==> config.mk <==
export PLATFORM = sky130hd
export DESIGN_NAME = testcase_decode
export DESIGN_NICKNAME = d
export VERILOG_FILES = /design/src/rtl/testcase_decode.sv
export SDC_FILE = /design/constraint.sdc
export NUM_CORES = 1
export LEC_CHECK = 0
export CORE_MARGIN = 10
export CORE_UTILIZATION = 55
export CTS_BUF_LIST = sky130_fd_sc_hd__clkbuf_8
export DETAILED_ROUTE_END_ITERATION = 10
export PLACE_DENSITY = 0.89
export SLEW_MARGIN = 10
export SYNTH_ARGS = -nofsm -noshare
export SYNTH_HDL_FRONTEND = slang
export SYNTH_SLANG_ARGS = --single-unit
==> constraint.sdc <==
create_clock -name clk -period 4.8 [get_ports clk]
set_clock_uncertainty 0.2 [all_clocks]
set_input_delay 1.2 -clock clk [delete_from_list [all_inputs] [get_ports clk]]
set_output_delay 1.2 -clock clk [all_outputs]
set_load 0.02 [all_outputs]
==> src/rtl/testcase_decode.sv <==
// Receive-side decoder: undoes the conditional inversion applied upstream and
// buffers the restored words in a small FIFO behind a valid/ready handshake.
package testcase_pkg;
  localparam int SIZE = 8;
  typedef enum logic [1:0] {ENUM0 = 2'd0, ENUM1 = 2'd1, ENUM2 = 2'd2} enum_t;
endpackage

module testcase_decode
  import testcase_pkg::*;
#(
  parameter int SIZE  = testcase_pkg::SIZE,
  parameter int DEPTH = 4,
  parameter int CNT_W = 16
) (
  input  logic                       clk,
  input  logic                       rst_n,
  input  logic                       in_valid,
  output logic                       in_ready,
  input  enum_t                      in_enum,
  input  logic [SIZE-1:0]            in_data,
  output logic                       out_valid,
  input  logic                       out_ready,
  output logic [SIZE-1:0]            out_data,
  output logic                       out_inv,
  output logic [$clog2(DEPTH):0]     level,
  input  logic                       clr_count,
  output logic [CNT_W-1:0]           inv_count
);
  localparam int AW = $clog2(DEPTH);
  localparam int LW = AW + 1;

  logic [SIZE-1:0]  r_mem [DEPTH];
  logic [DEPTH-1:0] r_inv;
  logic [AW-1:0]    r_wrPtr;
  logic [AW-1:0]    r_rdPtr;
  logic [LW-1:0]    r_level;
  logic [CNT_W-1:0] r_invCount;

  logic             w_push;
  logic             w_pop;
  logic             w_isInv;
  logic [SIZE-1:0]  w_decoded;

  // Ready depends only on occupancy, so a pop never frees room for a same-cycle push.
  assign in_ready  = (r_level != LW'(DEPTH));
  assign out_valid = (r_level != '0);
  assign w_push    = in_valid && in_ready;
  assign w_pop     = out_valid && out_ready;
  assign w_isInv   = (in_enum == ENUM1);
  assign w_decoded = w_isInv ? ~in_data : in_data;

  assign out_data  = r_mem[r_rdPtr];
  assign out_inv   = r_inv[r_rdPtr];
  assign level     = r_level;
  assign inv_count = r_invCount;

  always_ff @(posedge clk or negedge rst_n) begin
    if (!rst_n) begin
      for (int i = 0; i < DEPTH; i++) begin
        r_mem[i] <= '0;
      end
      r_inv   <= '0;
      r_wrPtr <= '0;
      r_rdPtr <= '0;
      r_level <= '0;
    end else begin
      if (w_push) begin
        r_mem[r_wrPtr] <= w_decoded;
        r_inv[r_wrPtr] <= w_isInv;
        r_wrPtr        <= (r_wrPtr == AW'(DEPTH - 1)) ? '0 : r_wrPtr + AW'(1);
      end
      if (w_pop) begin
        r_rdPtr <= (r_rdPtr == AW'(DEPTH - 1)) ? '0 : r_rdPtr + AW'(1);
      end
      if (w_push && !w_pop) begin
        r_level <= r_level + LW'(1);
      end else if (!w_push && w_pop) begin
        r_level <= r_level - LW'(1);
      end
    end
  end

  // Saturating count of inverted words; a clear beats a same-cycle increment.
  always_ff @(posedge clk or negedge rst_n) begin
    if (!rst_n) begin
      r_invCount <= '0;
    end else if (clr_count) begin
      r_invCount <= '0;
    end else if (w_push && w_isInv && (r_invCount != '1)) begin
      r_invCount <= r_invCount + CNT_W'(1);
    end
  end

endmodule

==> results.ini, run 1 <==
[finish]
final_common_cell = dfrtp_1
post_route_cells_drive_above_1_share_pct = 15.58
nFillCells = 427
fin_nets = 339
final_cell_area_sq_mm = 0.003677
mostFrequentLayoutCells = dfrtp_1 (59), clkdlybuf4s50_1 (43), nor2_1 (42)
syn_to_final_growth_pct = 20.70
antennaDiodeCount = 0
final-instance-count-excl-fill = 393

[detailed_routing]
route.detailed.wl_per_inst_microns = 17.40
vias_per_cell = 5.891
num_vias = 2315
final_wirelength_microns = 6839
drcViolationCount = 0
route.antenna.remaining_nets = 0
first_iter_violations = 131
detail_route.first_pass.iterations = 4

[setup_path]
crit-reg2reg-launch = level[1]
critical_path_required_ps = 3400
regToRegEndpoint = level[1]
r2r_cells = 6
startpoint = r_rdPtr[0]
setup.worst_path.end_class = output port
worst_setup_path_start_kind = register
critical_path_class = register to output port
worst-endpoint-arrival_ps = 2270
regToRegSetupSlack_ps = 2230
timing.critical_path.fanout_max = 12
worstSetupEndpoint = out_data[5]

[cts]
path_clk_slew_ps = 70
post_cts.resized_instances = 0
cts_buffer_depth = 2
cts_tree = yes
clkSinkCount = 59
numCtsBuffers = 9
root_buffer = clkbuf_8
cts.htree.levels = 3
cts_hold_buf = 0
clock_insertion_delay_worst_skew_ps = 340
post-cts-setup-buffer-count = 0

[power]
switching_power_summed_over_all_nets_w = 0.0007726
clock_power_share_pct = 23.3
power.sequential.fraction_pct = 38.0
switching_share_pct = 35.38
internal_power_w = 0.001411
power_leakage_nw = 1.466
overall_power_after_layout_w = 0.002184
power_density_mw_per_mm2 = 593.9
ir_worst_vdd_uv = 366.5
p_comb_share_pct = 38.7

[synthesis]
compound_gate_portion_of_the_synthesized_area_pct = 8.460
synth_largest_area_cell = dfrtp_1
yosysSeqAreaShare_pct = 48.46
synth_top_family_by_area = simple AND/OR/NAND/NOR gates
synth-adder-area-share_pct = 3.532
synthCells = 278
synth_cell_type_count = 39
ys_async_sr_fraction_pct = 100.0
mappedNetlistNets = 301
synth_area_sq_mm = 0.003047
synth.avg_cell_area_sq_um = 10.96
synth-main-ff-cell = dfrtp_1
synth_seq_cells = 59
post-synth-top-area-fraction_pct = 48.46
post_synth_mux_area_share_pct = 12.20
post_synth_main_area_contributors = dfrtp_1 (48%), mux4_2 (6.7%), a21oi_1 (6.6%)
synth_enable_flop_cells = 0
yosys.area_share.xor_xnor_pct = 3.162
synthSimpleGateAreaFrac_pct = 19.38
ys_warn_count = 0

[sta]
setup_viol = 0
post-route-period-util_pct = 76.37
rsz0062_at_grt = false
final_max_slew_viol_count = 0
max_clock_freq_mhz = 272.8
timing_hold_violations_final = 0
fin_tns_setup_ps = 0
worst-slew-pin-transition_ps = 866.5
finalWorstPathRequiredPeriod_ps = 3666
relSlewSlack_pct = 42.05

[floorplanning]
core_sq_mm = 0.005439
initial_utilization_pct = 56.02
dieArea_sq_mm = 0.008916
dieWidth_microns = 94.43
die_h_microns = 94.43
fp_rows = 27
floorplan.io_pins = 45

[placed_design]
io_buffers = 44
finalWeightedCongestion = 0.8104
detailedPlacementHpwl_microns = 4705
placed_cell_area_sq_mm = 0.003452
placedCellCount = 377

[global_route]
overflow = 0
antenna_violations_before_repair = 0
grt_max_degree = 31
grtUsageTotal_pct = 16.27
number_of_global_route_vias_before_repair = 2350
grt_pass1_wl_microns = 11470

[outcome]
status = completed

[worst_hold_path]
hp_class = register to register

[run]
maxCapViolCount = 0

critical path, stage by stage, from the launching register on:
cell and delay (ps):
dfrtp_1 760, mux4_2 610, clkdlybuf4s50_1 560
power groups by stage:
stage	clock network, W	logic [W]	registers, W
floorplan	0	0.000598	0.000783
CTS	0.000517	0.000857	0.000830
global route	0.000540	0.000931	0.000855
detailed placement	0	0.000856	0.000838
finish	0.000509	0.000846	0.000829
global placement	0	0.000814	0.000824
synth_stat cells, types with 3 or more instances:
cell and number:
inv_1 3, mux2_2 13, buf_6 3, or4_1 4, nor4b_1 3, clkbuf_8 3
nand2_1 8, xnor2_1 9, nand4_1 4, buf_2 9, nor3_1 3, nor2_1 42
and3_1 4, or3_1 4, nand3_1 4, nor4_1 4, dfrtp_1 59, o31ai_1 4
mux4_2 9, nor2b_1 9, ha_1 7, and4_1 3, clkbuf_1 4, a21oi_1 40
o21ai_0 4
final cells by class:
type / instances / area [sq um] / share of cell area (%)
inverter: 3 / 11.26 / 0.3062
sequential: 59 / 1476 / 40.15
clock inverter: 7 / 101.3 / 2.756
clock buffer: 9 / 123.9 / 3.368
timing repair buffer: 46 / 450.4 / 12.25
multi-input combinational: 197 / 1424 / 38.72
tap: 72 / 90.09 / 2.450
sequential cells by signal, indices dropped and copies added, names as in the netlist:
register / count
inv_count: 16
level: 3
r_inv: 4
r_mem: 32
r_rdPtr: 2
r_wrPtr: 2
kinds of logic after synthesis:
group	count (synthesis)
muxes	24
xor gates and xnor gates	11
and+or+nand+nor	105
DFF	59
adders and majority gates	8
buffers and inverters	22
AOI/OAI and AO/OA	49
metal layers:
| layer | global-route usage (%) | part of all wire (%) | vias up |
|---|---|---|---|
| li1 | - | - | 1073 |
| met1 | 20.14 | 43 | 1151 |
| met2 | 25.40 | 48 | 75 |
| met3 | 5.393 | 7.4 | 16 |
| met4 | 7.089 | 1.5 | 0 |
| met5 | 0 | 0 | - |
worst min-delay path by stage:
stage               depth (start not counted)     start  endpoint
floorplan                                   1  r_inv[2]  r_inv[2]
global placement                            1  r_inv[1]  r_inv[1]
detailed placement                          1  r_inv[3]  r_inv[3]
CTS                                         1  r_inv[3]  r_inv[3]
global route                                1  r_inv[0]  r_inv[0]
finish                                      1  r_inv[3]  r_inv[3]
stage by stage:
step / hold slack, ps / util, % / setup WS (ps)
global placement: 286.9 / 63.47 / 1409
global route: 332.5 / 67.61 / 1018
floorplan: 275.1 / - / 2052
detailed placement: 297.4 / 63.47 / 1266
CTS: 313.5 / 67.61 / 1093
finish: 305.3 / 67.61 / 1134
Note: power is estimated with default switching activity, not from simulation.
==> inputs of run 2 (changes only) <==
CORE_UTILIZATION = 51   (was 55)
PLACE_DENSITY = 0.87   (was 0.89)
clock period = 3 ns   (was 4.8 ns; I/O delays follow)
==> run 2 against run 1 <==
  * Clock power up 62%
  * Combinational power up 61%
  * Die area up 6.2%
  * Non-clock buffer count up 11
  * Largest cell class unchanged
==> results.ini, run 2 (synthesized netlist as in run 1, its figures left out) <==
[finish]
nFillCells = 448  ; +4.9%
fin_nets = 350  ; +3.2%
mostFrequentLayoutCells = dfrtp_1 (59), nor2_1 (42), a21oi_1 (40)
antennaDiodeCount = 0  ; unchanged
seqCellArea_sq_mm = 0.001476  ; unchanged
largest_reg_flops = 32  ; unchanged
final-instance-count-excl-fill = 407  ; +3.6%
top_register = r_mem
post_route_cells_drive_above_1_share_pct = 18.37  ; +2.8 points
syn_to_final_growth_pct = 23.70
final_common_cell = dfrtp_1
final_cell_area_sq_mm = 0.003769  ; +2.5%
multi_input_area_sq_mm = 0.001424  ; unchanged

[detailed_routing]
num_vias = 2265  ; -2.2%
detailroute.wirelength.met2_microns = 3324  ; +1.1%
vias_per_cell = 5.565  ; -5.5%
final_wirelength_microns = 6745  ; -1.4%
route.detailed.wl_per_inst_microns = 16.57  ; -4.8%
detail_route.first_pass.iterations = 4  ; unchanged
top_signal_layer_used = met4
met1Wirelength_microns = 2861  ; -2.7%
drcViolationCount = 0  ; unchanged
met3RoutedLength_microns = 482  ; -5.3%
route.antenna.remaining_nets = 0  ; unchanged
first_iter_violations = 116  ; -11%

[cts]
clock_insertion_delay_worst_skew_ps = 340  ; about the same
path_clk_slew_ps = 60  ; about the same
clkSinkCount = 59  ; unchanged
cts.htree.levels = 3  ; unchanged
cts_tree = yes
cts_buffer_depth = 2  ; unchanged
numCtsBuffers = 9  ; unchanged
root_buffer = clkbuf_8

[outcome]
status = completed

[floorplanning]
core_sq_mm = 0.005851  ; +7.6%
floorplan.io_pins = 45  ; unchanged
dieArea_sq_mm = 0.009465  ; +6.2%
initial_utilization_pct = 52.07  ; -3.9 points
dieWidth_microns = 97.29  ; +3.0%
fp_rows = 28  ; +3.7%
die_h_microns = 97.29  ; +3.0%

[setup_path]
critical_path.cell_chain = mux4_2 -> clkdlybuf4s50_1
worst-path-buf-inv = 1  ; unchanged
worst_setup_path_start_kind = register
cpMaxStageDelayCell = dfrtp_1
critical_path_class = register to output port
worst-endpoint-arrival_ps = 1950  ; -320 ps
setup.worst_path.end_class = output port
cp_top_family = flip-flops
critical_path_required_ps = 2050  ; -1350 ps
timing.critical_path.fanout_max = 11  ; -1
cp_slowest_stage_delay_ps = 650  ; -110 ps

[sta]
worst-slew-pin-transition_ps = 573.8  ; -292.7 ps
max_clock_freq_mhz = 344.5
rsz0062_at_grt = false
fin_tns_setup_ps = 0  ; unchanged
hold-worst-slack_ps = 201.2  ; -104.0 ps
relSlewSlack_pct = 61.75  ; +20 points
post-route-period-util_pct = 96.77
setup_viol = 0  ; unchanged
finalWorstPathRequiredPeriod_ps = 2903
final_max_slew_viol_count = 0  ; unchanged
timing_hold_violations_final = 0  ; unchanged

[power]
ir_worst_vdd_uv = 477.3  ; +30%
power_density_mw_per_mm2 = 923.4  ; +55%
power_leakage_nw = 1.543  ; +5.3%

[run]
maxCapViolCount = 0  ; unchanged

[placed_design]
placedCellCount = 391  ; +3.7%
placed_cell_area_sq_mm = 0.003551  ; +2.9%
detailedPlacementHpwl_microns = 4777  ; +1.5%
finalWeightedCongestion = 0.8378  ; +3.4%
io_buffers = 44  ; unchanged

[global_route]
grtUsageTotal_pct = 14.66  ; -1.6 points
grt_pass1_wl_microns = 11550  ; +0.66%
antenna_violations_before_repair = 0  ; unchanged
grt_max_degree = 37  ; +19%
number_of_global_route_vias_before_repair = 2436  ; +3.7%
overflow = 0  ; unchanged

[worst_hold_path]
hp_class = primary input to asynchronous set/reset pin

-- run 2: timing repair --
item | CTS | global route
buffers inserted | 0 | 0
setup endpoints to repair | 7 | 0
hold buffers | 0 | 0
resized for setup | 7 | 0
-- run 2: metal layers --
layer | vias to the layer above | track usage, %
met2 | 63 | 24.13
met5 | - | 0
met3 | 9 | 6.472
met4 | 0 | 4.810
li1 | 1095 | -
met1 | 1098 | 16.62
-- run 2: through the flow --
stage                     utilization (%)  total power (W)  worst slack (ps)
final                               64.41         0.003480             96.93
after global routing                64.41         0.003715             24.05
after CTS                           64.41         0.003521             82.98
after detailed placement            60.69         0.002760             178.1
after global placement              60.69         0.002674             246.7
after floorplan                         -         0.002210             440.6
-- run 2: final timing paths --
| check | start | to | cells past startpoint | slack [ps] |
|---|---|---|---|---|
| max in group asynchronous | rst_n | r_rdPtr[1] | 2 | 1820 |
| worst min-delay path | rst_n | r_mem[9] | 1 | 200 |
| worst max register to register | level[1] | level[1] | 6 | 470 |
| min in group clk | level[2] | level[2] | 1 | 300 |
| worst max-delay path | r_rdPtr[1] | out_data[5] | 2 | 100 |
| worst min register to register | level[2] | level[2] | 1 | 300 |
-- run 2: power by group --
group          switching (W)  internal [W]  total [W]
Clock               0.000316      0.000508   0.000824
Combinational       0.000682      0.000681    0.00136
Sequential          0.000205       0.00109    0.00129
-- run 2: area by class of cell --
type,instances,share of cell area (%)
clock buffer,11,4.017
tap,75,2.490
inverter,3,0.2988
multi-input combinational,197,37.78
sequential,59,39.18
timing repair buffer,57,14.24
clock inverter,5,1.992
-- run 2: worst register-to-register path: cells and delay by family (launching register included) --
family / cells / cell delay [ps]
fa+ha+maj: 2 / 640
buf+inv: 1 / 70
flops: 1 / 430
mux: 1 / 280
simple gates: 2 / 800
==> inputs of run 3 (changes only) <==
CORE_UTILIZATION = 55   (was 51)
DONT_BUFFER_PORTS = 1   (was default)
PLACE_DENSITY = 0.81   (was 0.87)
==> run 3 against run 2 <==
  * Power down 9.8%
  * Combinational power shrank 23%
  * Sequential share of layout area is 6.2 points higher
  * Critical path depth shrank 1
  * Setup slack improved by 180 ps
  * Critical endpoint is now out_data[2]
  * Largest cell class unchanged
==> results.ini, run 3 (synthesized netlist as in run 1, its figures left out) <==
[finish]
final_common_cell = dfrtp_1
seqCellArea_sq_mm = 0.001476  ; unchanged
fin_nets = 297  ; -15%
syn_to_final_growth_pct = 6.817
nFillCells = 449  ; +0.22%
mostFrequentLayoutCells = dfrtp_1 (59), nor2_1 (42), a21oi_1 (40)
post_route_cells_drive_above_1_share_pct = 18.64  ; +0.26 points
multi_input_area_sq_mm = 0.001426  ; +0.18%
antennaDiodeCount = 0  ; unchanged
largest_reg_flops = 32  ; unchanged
top_register = r_mem

[setup_path]
cpMaxStageDelayCell = dfrtp_1
cp_slowest_stage_delay_ps = 740  ; +90 ps
critical_path_required_ps = 2050  ; about the same
worst-endpoint-arrival_ps = 1770  ; -180 ps
critical_path.cell_chain = mux4_2
timing.critical_path.fanout_max = 10  ; -1
cp_top_family = flip-flops
critical_path_class = register to output port
setup.worst_path.end_class = output port
worst-path-buf-inv = 0  ; -1
worst_setup_path_start_kind = register

[sta]
final_max_slew_viol_count = 0  ; unchanged
post-route-period-util_pct = 90.63  ; -6.1 points
max_clock_freq_mhz = 367.8  ; +6.8%
setup_viol = 0  ; unchanged
rsz0062_at_grt = false
timing_hold_violations_final = 0  ; unchanged
worst-slew-pin-transition_ps = 633.6  ; +59.85 ps
finalWorstPathRequiredPeriod_ps = 2719  ; -184.0 ps
relSlewSlack_pct = 57.76  ; -4.0 points
fin_tns_setup_ps = 0  ; unchanged

[cts]
cts_hold_buf = 1  ; +1
path_clk_slew_ps = 70  ; about the same
post-cts-setup-buffer-count = 0  ; unchanged
clock_insertion_delay_worst_skew_ps = 340  ; about the same
cts_buffer_depth = 2  ; unchanged
cts_tree = yes
cts.htree.levels = 3  ; unchanged
clkSinkCount = 59  ; unchanged
root_buffer = clkbuf_8
post_cts.resized_instances = 0  ; -7
numCtsBuffers = 9  ; unchanged

[floorplanning]
core_sq_mm = 0.005439  ; -7.0%
die_h_microns = 94.43  ; -2.9%
dieWidth_microns = 94.43  ; -2.9%
floorplan.io_pins = 45  ; unchanged
dieArea_sq_mm = 0.008916  ; -5.8%
initial_utilization_pct = 56.02  ; +3.9 points
fp_rows = 27  ; -3.6%

[detailed_routing]
route.antenna.remaining_nets = 0  ; unchanged
detail_route.first_pass.iterations = 4  ; unchanged
first_iter_violations = 130  ; +12%
final_wirelength_microns = 6640  ; -1.6%
drcViolationCount = 0  ; unchanged
vias_per_cell = 5.977  ; +7.4%
route.detailed.wl_per_inst_microns = 18.92  ; +14%
num_vias = 2098  ; -7.4%

[placed_design]
finalWeightedCongestion = 0.7717  ; -7.9%
detailedPlacementHpwl_microns = 4351  ; -8.9%
io_buffers = 0  ; -100%

[global_route]
overflow = 0  ; unchanged
number_of_global_route_vias_before_repair = 2137  ; -12%
gr_met1_demand_resource_pct = 19.47  ; +2.8 points
grt_max_degree = 60  ; +62%
met2_usage_pct = 25.80  ; +1.7 points
global_route.peak_usage_layer = met2
grt_util_met3_pct = 4.917  ; -1.6 points
grt_pass1_wl_microns = 11170  ; -3.3%
antenna_violations_before_repair = 0  ; unchanged
grtUsageTotal_pct = 16.02  ; +1.4 points

[power]
power.sequential.fraction_pct = 43.4  ; +6.3 points
ir_worst_vdd_uv = 593.9  ; +24%
p_comb_share_pct = 33.4  ; -5.8 points
overall_power_after_layout_w = 0.003139  ; -9.8%
switching_share_pct = 38.16  ; +3.6 points
clock_power_share_pct = 23.3  ; -0.4 points
internal_power_w = 0.001941  ; -15%
power_density_mw_per_mm2 = 964.4  ; +4.4%
switching_power_summed_over_all_nets_w = 0.001198  ; -0.46%
power_leakage_nw = 1.309  ; -15%

[outcome]
status = completed

[run]
maxCapViolCount = 0  ; unchanged

[worst_hold_path]
hp_class = primary input to asynchronous set/reset pin

run 3: cell types whose count changed in the layout (fill, tap and decap cells not counted), sizes merged:
cell	previous run	this run
buf	14	4
bufinv	2	1
clkbuf	11	9
clkdlybuf4s50	36	0
clkinv	3	2
clkinvlp	0	2
dlygate4sd2	7	0
inv	3	5
run 3: worst paths after layout:
path	start	endpoint	slack, ps	cells after the start
worst min-delay path	rst_n	r_mem[30]	70	1
worst max register to register	level[0]	level[2]	390	8
max in group asynchronous	rst_n	inv_count[13]	2280	1
min in group clk	clr_count	inv_count[7]	270	1
worst min register to register	r_inv[3]	r_inv[3]	310	1
worst max-delay path	r_rdPtr[0]	out_data[2]	280	1
run 3: power groups by stage:
| stage | logic, W | registers, W | clock network [W] |
|---|---|---|---|
| after global placement | 0.000987 | 0.00135 | 0 |
| final | 0.00105 | 0.00136 | 0.000730 |
| after CTS | 0.00105 | 0.00136 | 0.000745 |
| after floorplan | 0.000958 | 0.00125 | 0 |
| after global routing | 0.00116 | 0.00141 | 0.000778 |
| after detailed placement | 0.00103 | 0.00137 | 0 |
run 3: per-stage QoR:
stage	worst slack, ps	cells	util [%]	area (sq um)	hold WS (ps)
finish	281.0	351	59.83	3254	69.46
global route	188.1	351	59.83	3254	84.81
CTS	240.0	351	59.83	3254	77.33
detailed placement	387.0	334	55.65	3027	257.7
global placement	484.2	334	55.65	3027	257.6
floorplan	440.6	278	-	3047	254.4
run 3: layer usage:
metal  share of wire (%)  routed length [microns]  vias up
li1                    -                        -      987
met1                  40                     2676     1043
met2                  50                     3323       56
met3                 8.5                      562       12
met4                 1.2                       78        0
met5                   0                        0        -
run 3: layout make-up:
type,count,area share (%)
tap,72,2.768
inverter,3,0.3460
timing repair buffer,4,1.538
sequential,59,45.37
multi-input combinational,197,43.83
clock buffer,9,3.806
clock inverter,7,2.345
run 3: worst reg2reg max path, cell delays in order (launching register included):
cell,delay (ps)
dfrtp_1,510
or3_1,520
nand2_1,200
ha_1,230
inv_1,60
fa_1,370
xor2_1,170
nor2_1,120
xor2_1,150
